===== config.mk =====
export PLATFORM = sky130hd
export DESIGN_NAME = serial_subtractor
export DESIGN_NICKNAME = d
export VERILOG_FILES = /design/src/rtl/serial_subtractor.sv
export SDC_FILE = /design/constraint.sdc
export NUM_CORES = 1
export LEC_CHECK = 0
export CORE_MARGIN = 2
export CORE_UTILIZATION = 50
export DETAILED_ROUTE_END_ITERATION = 10
export HOLD_SLACK_MARGIN = 0.1
export PLACE_DENSITY = 0.77
export SLEW_MARGIN = 20
export SYNTH_ARGS = -nofsm -noshare
export SYNTH_HDL_FRONTEND = slang
export SYNTH_SLANG_ARGS = --single-unit

===== constraint.sdc =====
create_clock -name clk -period 1.6 [get_ports clk]
set_input_delay 0.32 -clock clk [delete_from_list [all_inputs] [get_ports clk]]
set_output_delay 0.32 -clock clk [all_outputs]
set_load 0.01 [all_outputs]

===== src/rtl/serial_subtractor.sv =====
// rtl/serial_subtractor.sv - bit-serial unsigned subtractor with valid/ready in and out
//
// Purpose:
//   Computes (a - b - bin) mod 2^WIDTH and the borrow-out one bit per clock,
//   LSB first, through a single full-subtractor cell and a registered borrow.
//   Operands are taken over an input valid/ready handshake; the result is
//   returned over an output valid/ready handshake and held until consumed.
//
// Ports:
//   clk        in   1      clock, rising edge
//   rst_n      in   1      synchronous active-low reset
//   in_valid   in   1      a, b, bin valid
//   in_ready   out  1      high only while idle
//   a          in   WIDTH  minuend (unsigned)
//   b          in   WIDTH  subtrahend (unsigned)
//   bin        in   1      borrow-in
//   out_valid  out  1      diff, bout valid
//   out_ready  in   1      consumer accepts the result
//   diff       out  WIDTH  (a - b - bin) mod 2^WIDTH
//   bout       out  1      1 iff a < b + bin

module serial_subtractor #(
   parameter int WIDTH = 8
) (
   input  logic             clk,
   input  logic             rst_n,
   input  logic             in_valid,
   output logic             in_ready,
   input  logic [WIDTH-1:0] a,
   input  logic [WIDTH-1:0] b,
   input  logic             bin,
   output logic             out_valid,
   input  logic             out_ready,
   output logic [WIDTH-1:0] diff,
   output logic             bout
);

   localparam int CW = $clog2(WIDTH);

   typedef enum logic [1:0] {
      IDLE  = 2'd0,
      SHIFT = 2'd1,
      DONE  = 2'd2
   } state_t;

   state_t           state_q;
   logic [WIDTH-1:0] a_sr_q;
   logic [WIDTH-1:0] b_sr_q;
   logic [WIDTH-1:0] diff_sr_q;
   logic             brw_q;
   logic [CW-1:0]    cnt_q;
   logic             out_valid_q;
   logic [WIDTH-1:0] diff_q;
   logic             bout_q;

   // Full-subtractor cell on the current LSBs and the running borrow.
   logic             cell_d;
   logic             cell_bo;
   logic [WIDTH-1:0] diff_sr_d;

   assign cell_d    = a_sr_q[0] ^ b_sr_q[0] ^ brw_q;
   assign cell_bo   = (~a_sr_q[0] & b_sr_q[0]) | (~(a_sr_q[0] ^ b_sr_q[0]) & brw_q);
   assign diff_sr_d = {cell_d, diff_sr_q[WIDTH-1:1]};

   always_ff @(posedge clk) begin
      if (!rst_n) begin
         state_q     <= IDLE;
         a_sr_q      <= '0;
         b_sr_q      <= '0;
         diff_sr_q   <= '0;
         brw_q       <= 1'b0;
         cnt_q       <= '0;
         out_valid_q <= 1'b0;
         diff_q      <= '0;
         bout_q      <= 1'b0;
      end else begin
         case (state_q)
            IDLE: begin
               if (in_valid) begin
                  a_sr_q  <= a;
                  b_sr_q  <= b;
                  brw_q   <= bin;
                  cnt_q   <= '0;
                  state_q <= SHIFT;
               end
            end

            SHIFT: begin
               diff_sr_q <= diff_sr_d;
               a_sr_q    <= a_sr_q >> 1;
               b_sr_q    <= b_sr_q >> 1;
               brw_q     <= cell_bo;
               if (cnt_q == CW'(WIDTH - 1)) begin
                  // Last bit: capture the completed result straight from the
                  // cell so the outputs are valid on the same edge as out_valid.
                  // cnt returns to zero so it never exceeds WIDTH-1.
                  cnt_q       <= '0;
                  diff_q      <= diff_sr_d;
                  bout_q      <= cell_bo;
                  out_valid_q <= 1'b1;
                  state_q     <= DONE;
               end else begin
                  cnt_q <= cnt_q + CW'(1);
               end
            end

            DONE: begin
               if (out_ready) begin
                  out_valid_q <= 1'b0;
                  state_q     <= IDLE;
               end
            end

            default: begin
               out_valid_q <= 1'b0;
               state_q     <= IDLE;
            end
         endcase
      end
   end

   assign in_ready  = (state_q == IDLE);
   assign out_valid = out_valid_q;
   assign diff      = diff_q;
   assign bout      = bout_q;

endmodule


Word level (Yosys, flattened, before mapping)
Cells that the tools add are included.
{ "classes": {"n_addsub": 1, "eq_ne": 6, "n_mux": 16, "n_bitwise": 8, "reduce_logical": 6} }
{ "op_table": {"columns": ["operator", "count"], "rows": [
  ["$pmux 8 s2", 2],
  ["$mux 8", 2],
  ["$mux 2", 3],
  ["$mux 3", 2],
  ["$ne 2x2->1 const B", 3],
  ["$pmux 2 s3", 1],
  ["$pmux 3 s2", 1],
  ["$reduce_and 3->1", 2],
  ["$reduce_and 2->1", 2],
  ["$add 3x1->3 const B", 1],
  ["$eq 3x3->1 const B", 1],
  ["$mux 1", 3],
  ["$not 1->1", 3],
  ["$pmux 1 s3", 1],
  ["$and 1x1->1", 2],
  ["$eq 2x1->1 const B", 1],
  ["$eq 2x2->1 const B", 1],
  ["$logic_not 2->1", 1],
  ["$pmux 1 s2", 1],
  ["$reduce_bool 2->1", 1],
  ["$xor 1x1->1", 2],
  ["$or 1x1->1", 1]
]} }
{ "word_totals": {"ff_bits": 40, "inputBits": 21, "out_inout_bits": 11, "elab_cells": 46} }

Longest topological paths before layout
{ "depth": {"ltp_word": 5, "mapped_depth": 6, "depth_no_buf": 5} }

Worst setup path after synthesis
No wires, ideal clock.
{ "synth_path": {"path_kind": "reg-to-reg", "start": "reg cnt_q[0]", "end": "reg bout_q, in the netlist bout", "setup_ps": 86, "arrival_ps": 1260, "required_ps": 1514, "path_slack_ps": 254, "stages_incl_launch_ff": 6, "path_buffers": 1, "path_cell_list": "dfxtp_1 > ha_1 > ha_1 > and3b_1 > buf_2 > a211oi_1"} }
{ "synth_via": {"elab_chain_cells": 2} }
{ "synth_rtl": {"columns": ["element", "line_no", "source"], "rows": [
  ["start: declaration", "51", "logic [CW-1:0] cnt_q;"],
  ["start signal: assignment", "103", "cnt_q <= cnt_q + CW'(1);"],
  ["$eq 3x3->1", "93", "if (cnt_q == CW'(WIDTH - 1)) begin"],
  ["$reduce_and 2->1 (no source line)", null, null],
  ["end signal: assignment", "99", "bout_q <= cell_bo;"],
  ["end: declaration", "54", "logic bout_q;"]
]} }
Every way passes these cells.
A chain may end at the register's enable or synchronous reset.

Worst setup path after layout
{ "layout_path": {"start": "reg diff_q[5], in the netlist diff[5]", "end": "out diff[5]"} }
{ "layout_lines": {"columns": ["element", "line_no", "source"], "rows": [
  ["start: declaration", "53", "logic [WIDTH-1:0] diff_q;"],
  ["start signal: assignment", "98", "diff_q <= diff_sr_d;"],
  ["end: declaration", "34", "output logic [WIDTH-1:0] diff,"]
]} }
No word-level cell between the ends.

==> run_summary.xml <==
<?xml version="1.0" encoding="UTF-8"?>
<metrics>
  <group name="critical_path">
    <metric name="critical_path.cell_chain" unit="">clkdlybuf4s50_1</metric>
    <metric name="max_stage_delay" unit="ns">0.54</metric>
    <metric name="path_buf_inv" unit="">1</metric>
    <metric name="critical_path_class" unit="">reg -&gt; out</metric>
    <metric name="worst_path_max_delay_cell" unit="">clkdlybuf4s50_1</metric>
    <metric name="crit_end_category" unit="">output port</metric>
    <metric name="data_arrival_critical_path" unit="ns">1.22</metric>
    <metric name="path_max_fanout" unit="">2</metric>
    <metric name="cpLargestDelayFamily" unit="">buffers and inverters</metric>
    <metric name="worst_ep_required_time" unit="ns">1.28</metric>
    <metric name="cp-start-kind" unit="">flop</metric>
  </group>
  <group name="route">
    <metric name="routed_wire_length_per_instance" unit="um">13.4</metric>
    <metric name="routed-via-count" unit="">1420</metric>
    <metric name="final_wl" unit="um">3520</metric>
    <metric name="antenna_left" unit="">0</metric>
    <metric name="drt_iter0_markers" unit="">57</metric>
    <metric name="drt-pass1-iter-count" unit="">4</metric>
    <metric name="drc" unit="">0</metric>
    <metric name="route.detailed.vias_per_inst" unit="">5.40</metric>
  </group>
  <group name="logic_synthesis">
    <metric name="yosysWarningCount" unit="">0</metric>
    <metric name="post_synth_fa_ha_maj_area_fraction" unit="">0.0272</metric>
    <metric name="synthesis.nets" unit="">206</metric>
    <metric name="synth.lib_cells_used.distinct" unit="">33</metric>
    <metric name="mappedNetlistArea" unit="um^2">1660</metric>
    <metric name="synth.top_cells.by_count" unit="">dfxtp_1, nand2_1, a21oi_1, nor2_1, a2bb2oi_1</metric>
    <metric name="yosysTopAreaCellShare" unit="">0.471</metric>
    <metric name="yosys_most_used_dff" unit="">dfxtp_1</metric>
    <metric name="syn_avg_cell_area" unit="um^2">9.11</metric>
    <metric name="synth_enable_flop_cells" unit="">0</metric>
    <metric name="post_synth_main_area_contributors" unit="">dfxtp_1, nand2_1, o221a_2</metric>
    <metric name="synth-compound-area-share" unit="">0.272</metric>
    <metric name="simple_gate_portion_of_the_synthesized_area" unit="">0.167</metric>
    <metric name="synth_most_common_cell" unit="">dfxtp_1</metric>
    <metric name="synth_seq_cells" unit="">39</metric>
    <metric name="synth-xor-area-share" unit="">0</metric>
    <metric name="netlist_instances" unit="">182</metric>
    <metric name="synth-seq-area-share" unit="">0.471</metric>
    <metric name="async_flop_share" unit="">0</metric>
    <metric name="yosys.area.top_type" unit="">dfxtp_1</metric>
    <metric name="multiplexer_share_of_the_synthesized_area" unit="">0</metric>
    <metric name="synth_top_family_by_area" unit="">compound AO/OA/AOI/OAI gates</metric>
  </group>
  <group name="pwr">
    <metric name="comb_power_share" unit="">0.151</metric>
    <metric name="power.switching" unit="uW">460</metric>
    <metric name="power_per_cell_area" unit="nW/um^2">904</metric>
    <metric name="vdd_drop_max" unit="mV">0.527</metric>
    <metric name="share_seq_of_total_power" unit="">0.552</metric>
    <metric name="pwr-share-clk" unit="">0.297</metric>
    <metric name="leakage" unit="nW">0.852</metric>
    <metric name="switching_share" unit="">0.242</metric>
    <metric name="total_power" unit="mW">1.90</metric>
    <metric name="internal_power" unit="mW">1.44</metric>
  </group>
  <group name="timing">
    <metric name="hold-worst-slack" unit="ns">0.466</metric>
    <metric name="fin_skew" unit="ns">0.00459</metric>
    <metric name="setup_viol" unit="">0</metric>
    <metric name="achievable-frequency" unit="MHz">647</metric>
    <metric name="layout_worst_path_cycle_share" unit="">0.965</metric>
    <metric name="clock_period_minus_final_worst_setup_slack" unit="ns">1.54</metric>
    <metric name="fin_tns_setup" unit="ns">0</metric>
    <metric name="slew-limit-headroom" unit="">0.802</metric>
    <metric name="final_max_slew_viol_count" unit="">0</metric>
    <metric name="worstMarginPinSlew" unit="ns">0.297</metric>
    <metric name="final_hold_viol_count" unit="">0</metric>
    <metric name="grt_setup_unrepaired" unit="">false</metric>
  </group>
  <group name="final_layout">
    <metric name="nFillCells" unit="">269</metric>
    <metric name="multi_input_area" unit="um^2">774</metric>
    <metric name="antenna-diode-count" unit="">0</metric>
    <metric name="syn2layout_area_growth" unit="%">26.5</metric>
    <metric name="seq_cell_area" unit="um^2">781</metric>
    <metric name="layout-drive-gt1-share" unit="">0.169</metric>
    <metric name="finish.net_count" unit="">242</metric>
  </group>
  <group name="global_routing">
    <metric name="gr-total-overflow" unit="">0</metric>
    <metric name="grt_use_total" unit="">0.208</metric>
    <metric name="grt_start_max_net_pins" unit="">18</metric>
    <metric name="via_count_of_the_first_global_routing_pass" unit="">1394</metric>
    <metric name="number_of_antenna_violations_at_the_first_check_in_global_routing" unit="">0</metric>
    <metric name="grt_first_pass_wirelength" unit="um">5830</metric>
  </group>
  <group name="clocking">
    <metric name="clk_pin_slew_worst_paths" unit="ns">0.11</metric>
    <metric name="worstSkewPairLatency" unit="ns">0.35</metric>
    <metric name="ctsRootBufferMaster" unit="">clkbuf_4</metric>
    <metric name="cts_buffers" unit="">5</metric>
    <metric name="cts.sink_count" unit="">39</metric>
    <metric name="tritoncts" unit="">yes</metric>
    <metric name="h-tree-depth" unit="">2</metric>
    <metric name="post_cts_buffers" unit="">0</metric>
    <metric name="cts_buffer_depth" unit="">2</metric>
  </group>
  <group name="status">
    <metric name="result_of_the_run" unit="">completed</metric>
  </group>
  <group name="die">
    <metric name="floorplan.die.height" unit="um">61.6</metric>
    <metric name="row_count" unit="">20</metric>
    <metric name="area_of_the_core" unit="um^2">3100</metric>
    <metric name="ioPinCount" unit="">32</metric>
    <metric name="floorplan.initialDensity" unit="">0.534</metric>
    <metric name="die_area" unit="um^2">3790</metric>
    <metric name="horizontal_die_dimension" unit="um">61.6</metric>
  </group>
  <group name="placed_design">
    <metric name="io_buffers" unit="">31</metric>
    <metric name="place.detailed.hpwl" unit="um">2620</metric>
    <metric name="gp_routability_congestion" unit="">0.745</metric>
  </group>
  <group name="worst_hold_path">
    <metric name="hp-class" unit="">reg -&gt; reg</metric>
  </group>
  <group name="job">
    <metric name="max_cap_violations" unit="">0</metric>
  </group>
</metrics>
[timing repair]
action,4_1_cts,5_1_grt
resized for setup,1,4
setup endpoints to repair,1,4
pin swaps,0,0
gates cloned,0,0
hold buffers,0,0
endpoints found under the hold margin,0,0
[layer usage]
| metal | global-route usage | vias up | wire length [um] |
|---|---|---|---|
| li1 | - | 717 | - |
| met1 | 0.243 | 670 | 1530 |
| met2 | 0.362 | 26 | 1780 |
| met3 | 0.0546 | 7 | 146 |
| met4 | 0.0821 | 0 | 55 |
| met5 | 0 | - | 0 |
[power by group through the flow]
stage / combinational, mW / sequential, mW / clock, mW
after floorplan: 0.200 / 1.06 / 0
after global placement: 0.280 / 1.07 / 0
after detailed placement: 0.287 / 1.07 / 0
after CTS: 0.288 / 1.05 / 0.575
after global routing: 0.313 / 1.05 / 0.610
final: 0.286 / 1.05 / 0.563
[through the flow]
stage                      util  instances  setup slack (ns)  instance area [um^2]
after global placement    0.651        255           -0.0483                  2020
after CTS                 0.673        263           0.00172                  2090
final                     0.676        263            0.0555                  2100
after global routing      0.676        263           0.00691                  2100
after detailed placement  0.651        255           -0.0836                  2020
after floorplan               -        182             0.254                  1660
[area by class of cell]
class	count	share of cell area
timing repair buffer	42	0.190
multi-input combinational	125	0.369
sequential	39	0.372
tap	44	0.0263
inverter	5	0.00895
clock buffer	8	0.0328
[registers in the layout, indices dropped and copies added, names as in the netlist]
register	count
a_sr_q	8
b_sr_q	8
diff	8
diff_sr_q	7
cnt_q	3
state_q	2
bout	1
brw_q	1
out_valid	1
[placed cells by master (no fill, tap or decap), types with 5 or more instances in the layout]
cell type | synthesis | layout
dfxtp_1 | 39 | 39
o21ai_0 | 5 | 5
clkdlybuf4s50_1 | 0 | 27
a21oi_1 | 21 | 21
buf_4 | 2 | 11
nor2_1 | 21 | 21
clkbuf_4 | 0 | 5
a2bb2oi_1 | 11 | 11
o221a_2 | 10 | 10
nand2_1 | 32 | 32
[cells by family after synthesis]
family | after synthesis
AND/OR/NAND/NOR | 62
AO/OA/AOI/OAI | 60
flip-flops | 39
buffers and inverters | 18
adder cells (fa/ha/maj) | 3
[path summary, 6_finish.rpt]
check / end / depth (start not counted) / slack (ns) / startpoint
max: diff[5] / 1 / 0.06 / diff[5]
min: diff[1] / 2 / 0.47 / diff[1]
max reg2reg: bout / 5 / 0.14 / cnt_q[0]
min reg2reg: diff[1] / 2 / 0.47 / diff[1]
Note: power is estimated with default switching activity, not from simulation.
